$ cat config.mk
export PLATFORM = sky130hd
export DESIGN_NAME = pll_reset_seq
export DESIGN_NICKNAME = d
export VERILOG_FILES = /design/src/rtl/pll_reset_seq.sv
export SDC_FILE = /design/constraint.sdc
export NUM_CORES = 1
export LEC_CHECK = 0
export CORE_MARGIN = 2
export CORE_UTILIZATION = 60
export DETAILED_ROUTE_END_ITERATION = 7
export DONT_BUFFER_PORTS = 1
export PLACE_DENSITY = 0.76
export SYNTH_ARGS = -nofsm -noshare
export SYNTH_HDL_FRONTEND = slang
export SYNTH_SLANG_ARGS = --single-unit
$ cat constraint.sdc
create_clock -name clk -period 2.25 [get_ports clk]
set_clock_uncertainty 0.05 [all_clocks]
set_input_delay 0.45 -clock clk [delete_from_list [all_inputs] [get_ports clk]]
set_output_delay 0.45 -clock clk [all_outputs]
set_load 0.05 [all_outputs]
$ cat src/rtl/pll_reset_seq.sv
// rtl/pll_reset_seq.sv - PLL lock debounce / reset hold sequencer.
// Optional lock-loss counter enabled by defining PLL_RSTSEQ_LOSSCNT_EN.
module pll_reset_seq #(
  parameter int DEBOUNCE_CYCLES = 1024,
  parameter int HOLD_CYCLES     = 256
) (
  input  logic       clk,
  input  logic       rst,
  input  logic       pll_lockedn,
  output logic       rst_out,
  output logic       rst_n_out,
  output logic       ready,
  output logic [7:0] lock_loss_cnt
);

  typedef enum logic [1:0] {
    WAIT_LOCK = 2'd0,
    DEBOUNCE  = 2'd1,
    HOLD      = 2'd2,
    RUN       = 2'd3
  } state_t;

  localparam logic [15:0] DEB_LAST  = 16'(DEBOUNCE_CYCLES - 1);
  localparam logic [15:0] HOLD_LAST = 16'(HOLD_CYCLES - 1);

  state_t      state;
  state_t      state_nxt;
  logic [15:0] cnt;
  logic [15:0] cnt_nxt;
  logic [1:0]  sync;
  logic        locked_s;
  logic        rst_out_d;
  logic        ready_d;

  // sync[1] is the second synchronizer flop; its reset value means "unlocked".
  assign locked_s  = ~sync[1];
  assign rst_n_out = ~rst_out;

  always_ff @(posedge clk) begin
    if (rst) begin
      state   <= WAIT_LOCK;
      cnt     <= 16'd0;
      sync    <= 2'b11;
      rst_out <= 1'b1;
      ready   <= 1'b0;
    end else begin
      state   <= state_nxt;
      cnt     <= cnt_nxt;
      sync    <= {sync[0], pll_lockedn};
      rst_out <= rst_out_d;
      ready   <= ready_d;
    end
  end

  // Unlock is tested before counter completion so a coincident glitch always restarts.
  always_comb begin
    state_nxt = state;
    cnt_nxt   = cnt;
    case (state)
      WAIT_LOCK: begin
        cnt_nxt = 16'd0;
        if (locked_s) state_nxt = DEBOUNCE;
      end
      DEBOUNCE: begin
        if (!locked_s) begin
          state_nxt = WAIT_LOCK;
          cnt_nxt   = 16'd0;
        end else if (cnt == DEB_LAST) begin
          state_nxt = HOLD;
          cnt_nxt   = 16'd0;
        end else begin
          cnt_nxt = cnt + 16'd1;
        end
      end
      HOLD: begin
        if (!locked_s) begin
          state_nxt = WAIT_LOCK;
          cnt_nxt   = 16'd0;
        end else if (cnt == HOLD_LAST) begin
          state_nxt = RUN;
          cnt_nxt   = 16'd0;
        end else begin
          cnt_nxt = cnt + 16'd1;
        end
      end
      RUN: begin
        if (!locked_s) begin
          state_nxt = WAIT_LOCK;
          cnt_nxt   = 16'd0;
        end
      end
      default: begin
        state_nxt = WAIT_LOCK;
        cnt_nxt   = 16'd0;
      end
    endcase
  end

  always_comb begin
    rst_out_d = (state_nxt != RUN);
    ready_d   = (state_nxt == RUN);
  end

`ifdef PLL_RSTSEQ_LOSSCNT_EN
  logic       loss_inc;
  logic [7:0] loss_q;

  assign loss_inc      = (state == RUN) && (state_nxt == WAIT_LOCK);
  assign lock_loss_cnt = loss_q;

  always_ff @(posedge clk) begin
    if (rst) begin
      loss_q <= 8'd0;
    end else if (loss_inc && (loss_q != 8'hFF)) begin
      loss_q <= loss_q + 8'd1;
    end
  end
`else
  assign lock_loss_cnt = 8'd0;
`endif

endmodule
### Word-level counts from Yosys, hierarchy flattened

Cells that the tools add are included.

| word-level totals | value |
|---|---|
| register bits | 22 |
| input bits | 3 |
| word-level logic and storage cells | 29 |

| operators by class | value |
|---|---|
| add/sub/neg operators | 1 |
| eq/ne operators | 8 |
| multiplexer cells | 13 |
| bitwise logic cells | 1 |
| reductions and logical operators | 1 |

Operator list:

| kind | count |
|---|---|
| two-way mux 16 bit | 5 |
| one-hot mux 16 bit (4 select lines) | 1 |
| adder 16 x 1 -> 16 bit, second input constant | 1 |
| equality test 16 x 10 -> 1 bit, second input constant | 1 |
| equality test 16 x 8 -> 1 bit, second input constant | 1 |
| two-way mux 2 bit | 6 |
| one-hot mux 2 bit (4 select lines) | 1 |
| equality test 2 bit, second input constant | 3 |
| inequality test 2 bit, second input constant | 2 |
| equality test 2 x 1 -> 1 bit, second input constant | 1 |
| logical NOT 2 bit | 1 |
| inverter 1 bit | 1 |

### Depth between registers and ports, before layout

Gate-level depths: netlist of the first run.

| logic depth | value |
|---|---|
| word-level depth | 5 |
| depth in mapped cells | 7 |

### Worst setup path before layout of the first run

No wires, ideal clock.

| timing | value |
|---|---|
| kind | reg2reg |
| from | register cnt[0] |
| to | register cnt[0] |
| library setup time | 121 ps |
| data arrival time | 1,788 ps |
| required time | 2,079 ps |
| slack | 291 ps |
| stages on the path, launching flop included | 7 |
| buffers on the path | 0 |
| cell sequence | dfxtp_1 > ha_1 > nand3_1 > nor4_2 > nor3b_1 > or2_1 > mux2_2 |

| between the ends | value |
|---|---|
| longest elaborated chain between the ends | 4 |
| elaborated cells on any way between the ends | 8 |
| classes of those cells | add/sub: 1; eq/ne: 2; mux: 5 |

Ends and longest elaborated chain:

| what | line | source |
|---|---|---|
| from (decl) | 28 | `logic [15:0] cnt;` |
| from (signal assigned) | 48 | `cnt <= cnt_nxt;` |
| adder 16 x 1 -> 16 bit, or another cell as far along | 72, 83 |  |
| two-way mux 16 bit, on equally long branches | 79, 68 |  |
| two-way mux 16 bit, on equally long branches | 76, 65 |  |
| one-hot mux 16 bit (4 select lines) (*) | 59 | `case (state)` |

Mark *: on every way between the ends. The rest lies on a longest branch, timed or not.
A chain may end at the register's enable or synchronous reset.

### Final worst setup path of the first run

| timing | value |
|---|---|
| from | register cnt[9] |
| to | register cnt[0] |

| between the ends | value |
|---|---|
| longest elaborated chain between the ends | 4 |
| elaborated cells on any way between the ends | 7 |
| classes of those cells | eq/ne: 2; mux: 5 |

Ends and longest elaborated chain:

| what | line |
|---|---|
| equality test 16 x 8 -> 1 bit / equality test 16 x 10 -> 1 bit (equally long branches) | 79, 68 |
| two-way mux 16 bit, on equally long branches | 79, 68 |
| two-way mux 16 bit, on equally long branches | 76, 65 |
| one-hot mux 16 bit (4 select lines) (*) | 59 |

Marks and branches as above.

==> impl_metrics.py, run 1 <==
metrics = {
    "power_and_ir_drop": {
        "total_power_uw": 616,
        "ir_worst_vdd_v": 0.000366,
        "combPwrFrac_pct": 7.4,
        "switching_power_uw": 153,
        "seqPwrFrac_pct": 64.2,
        "powerDensity_mw_per_mm2": 472,
        "p_sw_share_pct": 24.9,
        "clockPowerShare_pct": 28.4,
        "p_int_uw": 462,
        "power_leakage_uw": 0.000425,
    },
    "die": {
        "start_util_pct": 64.0,
        "dieArea_mm2": 0.00248,
        "coreArea_mm2": 0.00196,
        "die_h_um": 49.8,
        "rows": 16,
        "die_width_um": 49.8,
        "ios": 14,
    },
    "placed_design": {
        "gp_congestion": 0.880,
        "portBuffers": 0,
        "placed_area_mm2": 0.00127,
        "dp_hpwl_mm": 1.72,
    },
    "worst_setup_path": {
        "cp.arrival_ps": 2270,
        "slowest_delay_ps": 550,
        "crit_type": "reg2reg",
        "crit_chain": "or4_4 > nor4_4 > nor3b_1 > or2_1 > mux2_2",
        "crit_fanout": 8,
        "setup.worst_path.end_class": "flip-flop",
        "critPathTopFamily": "simple AND/OR/NAND/NOR gates",
        "crit_slowest_cell": "or4_4",
        "worst-path-buf-inv": 0,
        "required_ps": 2410,
        "critPathLaunchType": "flip-flop",
    },
    "grt": {
        "grt_max_degree": 12,
        "globalRouteOverflowTotal": 0,
        "antenna_found_initial": 0,
        "globalRouteTotalUtil_pct": 21.5,
        "grt_pass1_vias": 950,
        "grt_pass1_wl_mm": 4.12,
    },
    "logic_synthesis": {
        "yosysUniqueCellTypes": 41,
        "synthTopCellsByArea": "dfxtp_1 35%, xnor2_1 5.6%, buf_4 5.4%",
        "syn_area_mm2": 0.00126,
        "synth_warnings": 0,
        "ys_ff_latch": 22,
        "ys.flop_type": "dfxtp_1",
        "yosysTopAreaCell": "dfxtp_1",
        "ys_seq_area_share_pct": 35.1,
        "syn_area_per_cell_um2": 8.60,
        "synth_top_area_share_pct": 35.1,
        "synth_edf_count": 0,
        "async_flop_share_pct": 0,
        "synthCells": 146,
    },
    "finish": {
        "layout_commonest_cell": "dfxtp_1",
        "utilization_pct": 66.5,
        "final_area_mm2": 0.00131,
        "final_cell_mix": "22 x dfxtp_1, 18 x nor2_1, 14 x nand2_1",
        "syn_to_final_growth_pct": 3.88,
        "n_fill_cell": 184,
        "layout.nets": 159,
        "drive_above_1_share_pct": 12.1,
        "num_antenna_cells": 0,
    },
    "route": {
        "wl_per_cell_um": 13.3,
        "ant_nets": 0,
        "num_vias": 1014,
        "drcViolationCount": 0,
        "first_pass_iters": 4,
        "drt-initial-drc-count": 24,
        "viasPerCell": 5.76,
        "wl_mm": 2.33,
    },
    "timing": {
        "period_share_pct": 94.0,
        "drv_slew": 0,
        "rsz0062_at_grt": "no",
        "finalHoldViolCount": 0,
        "fin_crit_ps": 2120,
        "setup_viol": 0,
        "tns_ps": 0,
        "max_clock_freq_ghz": 0.473,
        "worst_hold_slack_ps": 150,
    },
    "clock_network": {
        "cts_resized": 0,
        "clock-root-buffer": "clkbuf_4",
        "holdBufCountCts": 0,
        "clk_path_buf_depth": 2,
        "clk_pin_slew_ps": 110,
        "cts_sinks": 22,
        "cts_tree": "yes",
        "cts_setup_buffers": 0,
        "numCtsBuffers": 3,
        "h-tree-depth": 1,
        "clock_latency_ps": 300,
    },
    "outcome": {
        "outcome": "finished clean",
    },
    "run": {
        "drv_cap": 0,
    },
    "hold_path": {
        "hold_class": "in2reg",
    },
}
## worst paths after layout
| path | slack, ps | cells past startpoint | from | endpoint |
|---|---|---|---|---|
| max | 130 | 5 | cnt[9] | cnt[0] |
| min | 150 | 1 | rst | state[1] |
| max reg2reg | 130 | 5 | cnt[9] | cnt[0] |
| min reg2reg | 380 | 1 | sync[0] | sync[1] |
## sequential cells by signal, summed over array words and instances, names as in the netlist
name / count
state: 2
cnt: 16
sync: 2
ready: 1
rst_out: 1
## synth_stat cells (2+ instances only)
| master | n |
|---|---|
| buf_4 | 9 |
| nor2_1 | 18 |
| nand4_1 | 2 |
| dfxtp_1 | 22 |
| nand3_1 | 7 |
| nor4_1 | 2 |
| nor3b_1 | 3 |
| inv_1 | 6 |
| o21ai_0 | 3 |
| buf_2 | 2 |
| nand2b_1 | 3 |
| or4_4 | 2 |
| o22ai_1 | 4 |
| nor3_1 | 9 |
| o21ai_1 | 2 |
| xnor2_1 | 8 |
| ha_1 | 5 |
| nand2_1 | 14 |
| nor2b_1 | 2 |
| or2_2 | 2 |
## layer usage
layer | up-vias | track usage, % | part of all wire [%]
met5 | - | 0 | 0
met4 | 0 | 8.33 | 1.7
met3 | 6 | 3.94 | 4.1
met2 | 29 | 36.2 | 46
met1 | 469 | 27.1 | 48
li1 | 510 | - | -
## cell families after synthesis
logic type / Yosys count / synth area share, %
adders and majority gates: 5 / 4.98
other: 1 / 0.299
buffers and inverters: 17 / 7.97
xor gates and xnor gates: 9 / 6.28
muxes: 1 / 0.896
DFF: 22 / 35.1
AOI/OAI and AO/OA: 18 / 11.9
and+or+nand+nor: 73 / 32.7
## power by group through the flow
stage / clock network, uW / registers [uW] / logic [uW]
after floorplan: 0 / 403 / 54.1
after global placement: 0 / 404 / 44.7
after detailed placement: 0 / 404 / 45.1
after CTS: 181 / 395 / 45.2
after global routing: 197 / 396 / 48.5
final: 175 / 395 / 45.7
## stage by stage
step	worst slack (ps)	instances
4_1_cts	12.4	176
5_1_grt	23.1	176
6_report	134	176
3_5_place_dp	81.9	173
2_1_floorplan	291	153
3_3_place_gp	187	173
## final cells by class
class / instances / area [um2] / area share, %
Inverter: 6 / 22.5 / 1.73
Multi-Input combinational cell: 114 / 756 / 57.9
Clock buffer: 3 / 22.5 / 1.73
Sequential cell: 22 / 440 / 33.7
Tap cell: 27 / 33.8 / 2.59
Timing Repair Buffer: 4 / 30.0 / 2.30
No activity file was read; power rests on OpenSTA's default activity.
==> run 2: changes to the inputs <==
--- a/config.mk
+++ b/config.mk
@@ -10,4 +10,5 @@
 export DETAILED_ROUTE_END_ITERATION = 7
 export DONT_BUFFER_PORTS = 1
+export GPL_TIMING_DRIVEN = 0
 export PLACE_DENSITY = 0.76
 export SYNTH_ARGS = -nofsm -noshare
--- a/constraint.sdc
+++ b/constraint.sdc
@@ -3,3 +3,3 @@
 set_input_delay 0.45 -clock clk [delete_from_list [all_inputs] [get_ports clk]]
 set_output_delay 0.45 -clock clk [all_outputs]
-set_load 0.05 [all_outputs]
+set_load 0.02 [all_outputs]
==> run 2 against run 1 <==
Compared with the run above: die area is the same; routed wire length shrank 1.0%; clock power shrank 2%; non-clock buffer count grew 9; first-iteration DRC count grew 4.2%; sequential share of layout area shrank 1.9 points; setup slack lost 59 ps; cell count grew 5.1%; critical path depth grew 1; critical path type unchanged; critical endpoint unchanged; largest power group unchanged.
==> impl_metrics.py, run 2 (synthesis gave the netlist of run 1 again) <==
metrics = {
    "outcome": {
        "outcome": "finished clean",
    },
    "route": {
        "wl_mm": 2.31,
        "drt-initial-drc-count": 25,
        "first_pass_iters": 4,
        "wl_per_cell_um": 12.5,
        "num_vias": 1023,
        "drcViolationCount": 0,
        "ant_nets": 0,
        "viasPerCell": 5.53,
    },
    "grt": {
        "grt_pass1_wl_mm": 4.04,
        "grt_pass1_vias": 939,
        "globalRouteOverflowTotal": 0,
        "grt_max_degree": 12,
        "antenna_found_initial": 0,
        "globalRouteTotalUtil_pct": 21.4,
    },
    "clock_network": {
        "clock-root-buffer": "clkbuf_4",
        "cts_sinks": 22,
        "clk_pin_slew_ps": 110,
        "h-tree-depth": 1,
        "numCtsBuffers": 3,
        "cts_tree": "yes",
        "clock_latency_ps": 300,
        "clk_path_buf_depth": 2,
    },
    "power_and_ir_drop": {
        "ir_worst_vdd_v": 0.000392,
        "powerDensity_mw_per_mm2": 438,
        "power_leakage_uw": 0.000472,
    },
    "timing": {
        "finalHoldViolCount": 0,
        "worst_hold_slack_ps": 160,
        "setup_viol": 0,
        "max_clock_freq_ghz": 0.460,
        "drv_slew": 0,
        "rsz0062_at_grt": "no",
        "fin_crit_ps": 2170,
        "period_share_pct": 96.7,
    },
    "placed_design": {
        "placed_area_mm2": 0.00132,
        "gp_congestion": 0.873,
        "dp_hpwl_mm": 1.72,
        "dp.cells": 180,
        "portBuffers": 0,
    },
    "finish": {
        "layout_commonest_cell": "dfxtp_1",
        "n_fill_cell": 169,
        "final_area_mm2": 0.00138,
        "multi_input_area_um2": 768,
        "layout.nets": 168,
        "num_antenna_cells": 0,
        "largest_reg_flops": 16,
        "final_cell_mix": "22 x dfxtp_1, 18 x nor2_1, 14 x nand2_1",
        "drive_above_1_share_pct": 19.0,
        "top_regs": "cnt: 16 flops, state: 2 flops, sync: 2 flops",
        "largest-register": "cnt",
        "syn_to_final_growth_pct": 10.1,
        "regArea_um2": 440,
        "final_cell_count_no_fill": 185,
    },
    "hold_path": {
        "hold_class": "in2reg",
    },
    "worst_setup_path": {
        "critPathLaunchType": "flip-flop",
        "crit_type": "reg2reg",
        "crit_fanout": 8,
        "crit_chain": "or4_4 > nor4_4 > buf_4 > nor3b_1 > or2_1 > mux2_2",
        "worst-path-buf-inv": 1,
        "critPathTopFamily": "simple AND/OR/NAND/NOR gates",
        "cp.arrival_ps": 2330,
        "required_ps": 2400,
        "setup.worst_path.end_class": "flip-flop",
        "crit_slowest_cell": "or4_4",
        "slowest_delay_ps": 550,
    },
    "die": {
        "ios": 14,
        "rows": 16,
        "die_h_um": 49.8,
        "dieArea_mm2": 0.00248,
        "die_width_um": 49.8,
        "start_util_pct": 64.0,
        "coreArea_mm2": 0.00196,
    },
    "run": {
        "drv_cap": 0,
    },
}
-- run 2: cell count changes in the layout (fill, tap and decap cells not counted), sizes merged --
cell	change
buf	+9
-- run 2: final cells by class --
type                    instances  share of cell area [%]
multi-input cells             114                    55.6
inverters                       6                    1.63
clock buffers                   3                    1.63
repair buffers                  3                    1.45
flip-flops and latches         22                    31.9
plain buffers                  10                    5.43
well taps                      27                    2.44
-- run 2: path summary, 6_finish.rpt --
check / startpoint / endpoint / slack (ps) / cells past startpoint
hold reg to reg: sync[0] / sync[1] / 370 / 1
hold / removal: rst / state[1] / 160 / 1
setup / recovery: cnt[9] / cnt[0] / 80 / 6
setup reg to reg: cnt[9] / cnt[0] / 80 / 6
-- run 2: through the flow --
| stage | power [uW] | setup TNS [ps] | worst slack, ps | utilization [%] |
|---|---|---|---|---|
| floorplan | 440 | 0 | 291 | - |
| global placement | 442 | -110 | -16.3 | 67.1 |
| detailed placement | 443 | -927 | -101 | 67.1 |
| CTS | 613 | 0 | 56.1 | 68.9 |
| global route | 630 | 0 | 4.50 | 70.5 |
| finish | 605 | 0 | 75.4 | 70.5 |
-- run 2: metal layers --
layer / up-vias / global-route usage, % / part of all wire [%]
met3: 4 / 3.64 / 4.0
li1: 525 / - / -
met1: 468 / 26.1 / 49
met2: 26 / 36.9 / 46
met4: 0 / 9.26 / 1.4
met5: - / 0 / 0
-- run 2: report_power, final --
part           internal, uW  leakage, uW  switching [uW]  total [uW]
clock                  62.5    0.0000138             108         171
sequential              392     0.000178            3.30         395
combinational          17.3     0.000280            22.1        39.5
total                   472     0.000472             134         605
-- run 2: repair_timing --
item                                    in CTS  in global routing
hold buffers                                 0                  0
pin swaps                                    0                  6
buffers inserted                             0                  2
gates cloned                                 0                  1
endpoints found under the setup margin      11                 14
resized for setup                            2                  6
==> run 3: changes to the inputs <==
Settings changed: CTS_CLUSTER_DIAMETER from default to 60.
==> results of run 3 <==
The final DEF is identical to that of run 2; final timing and power are the same.
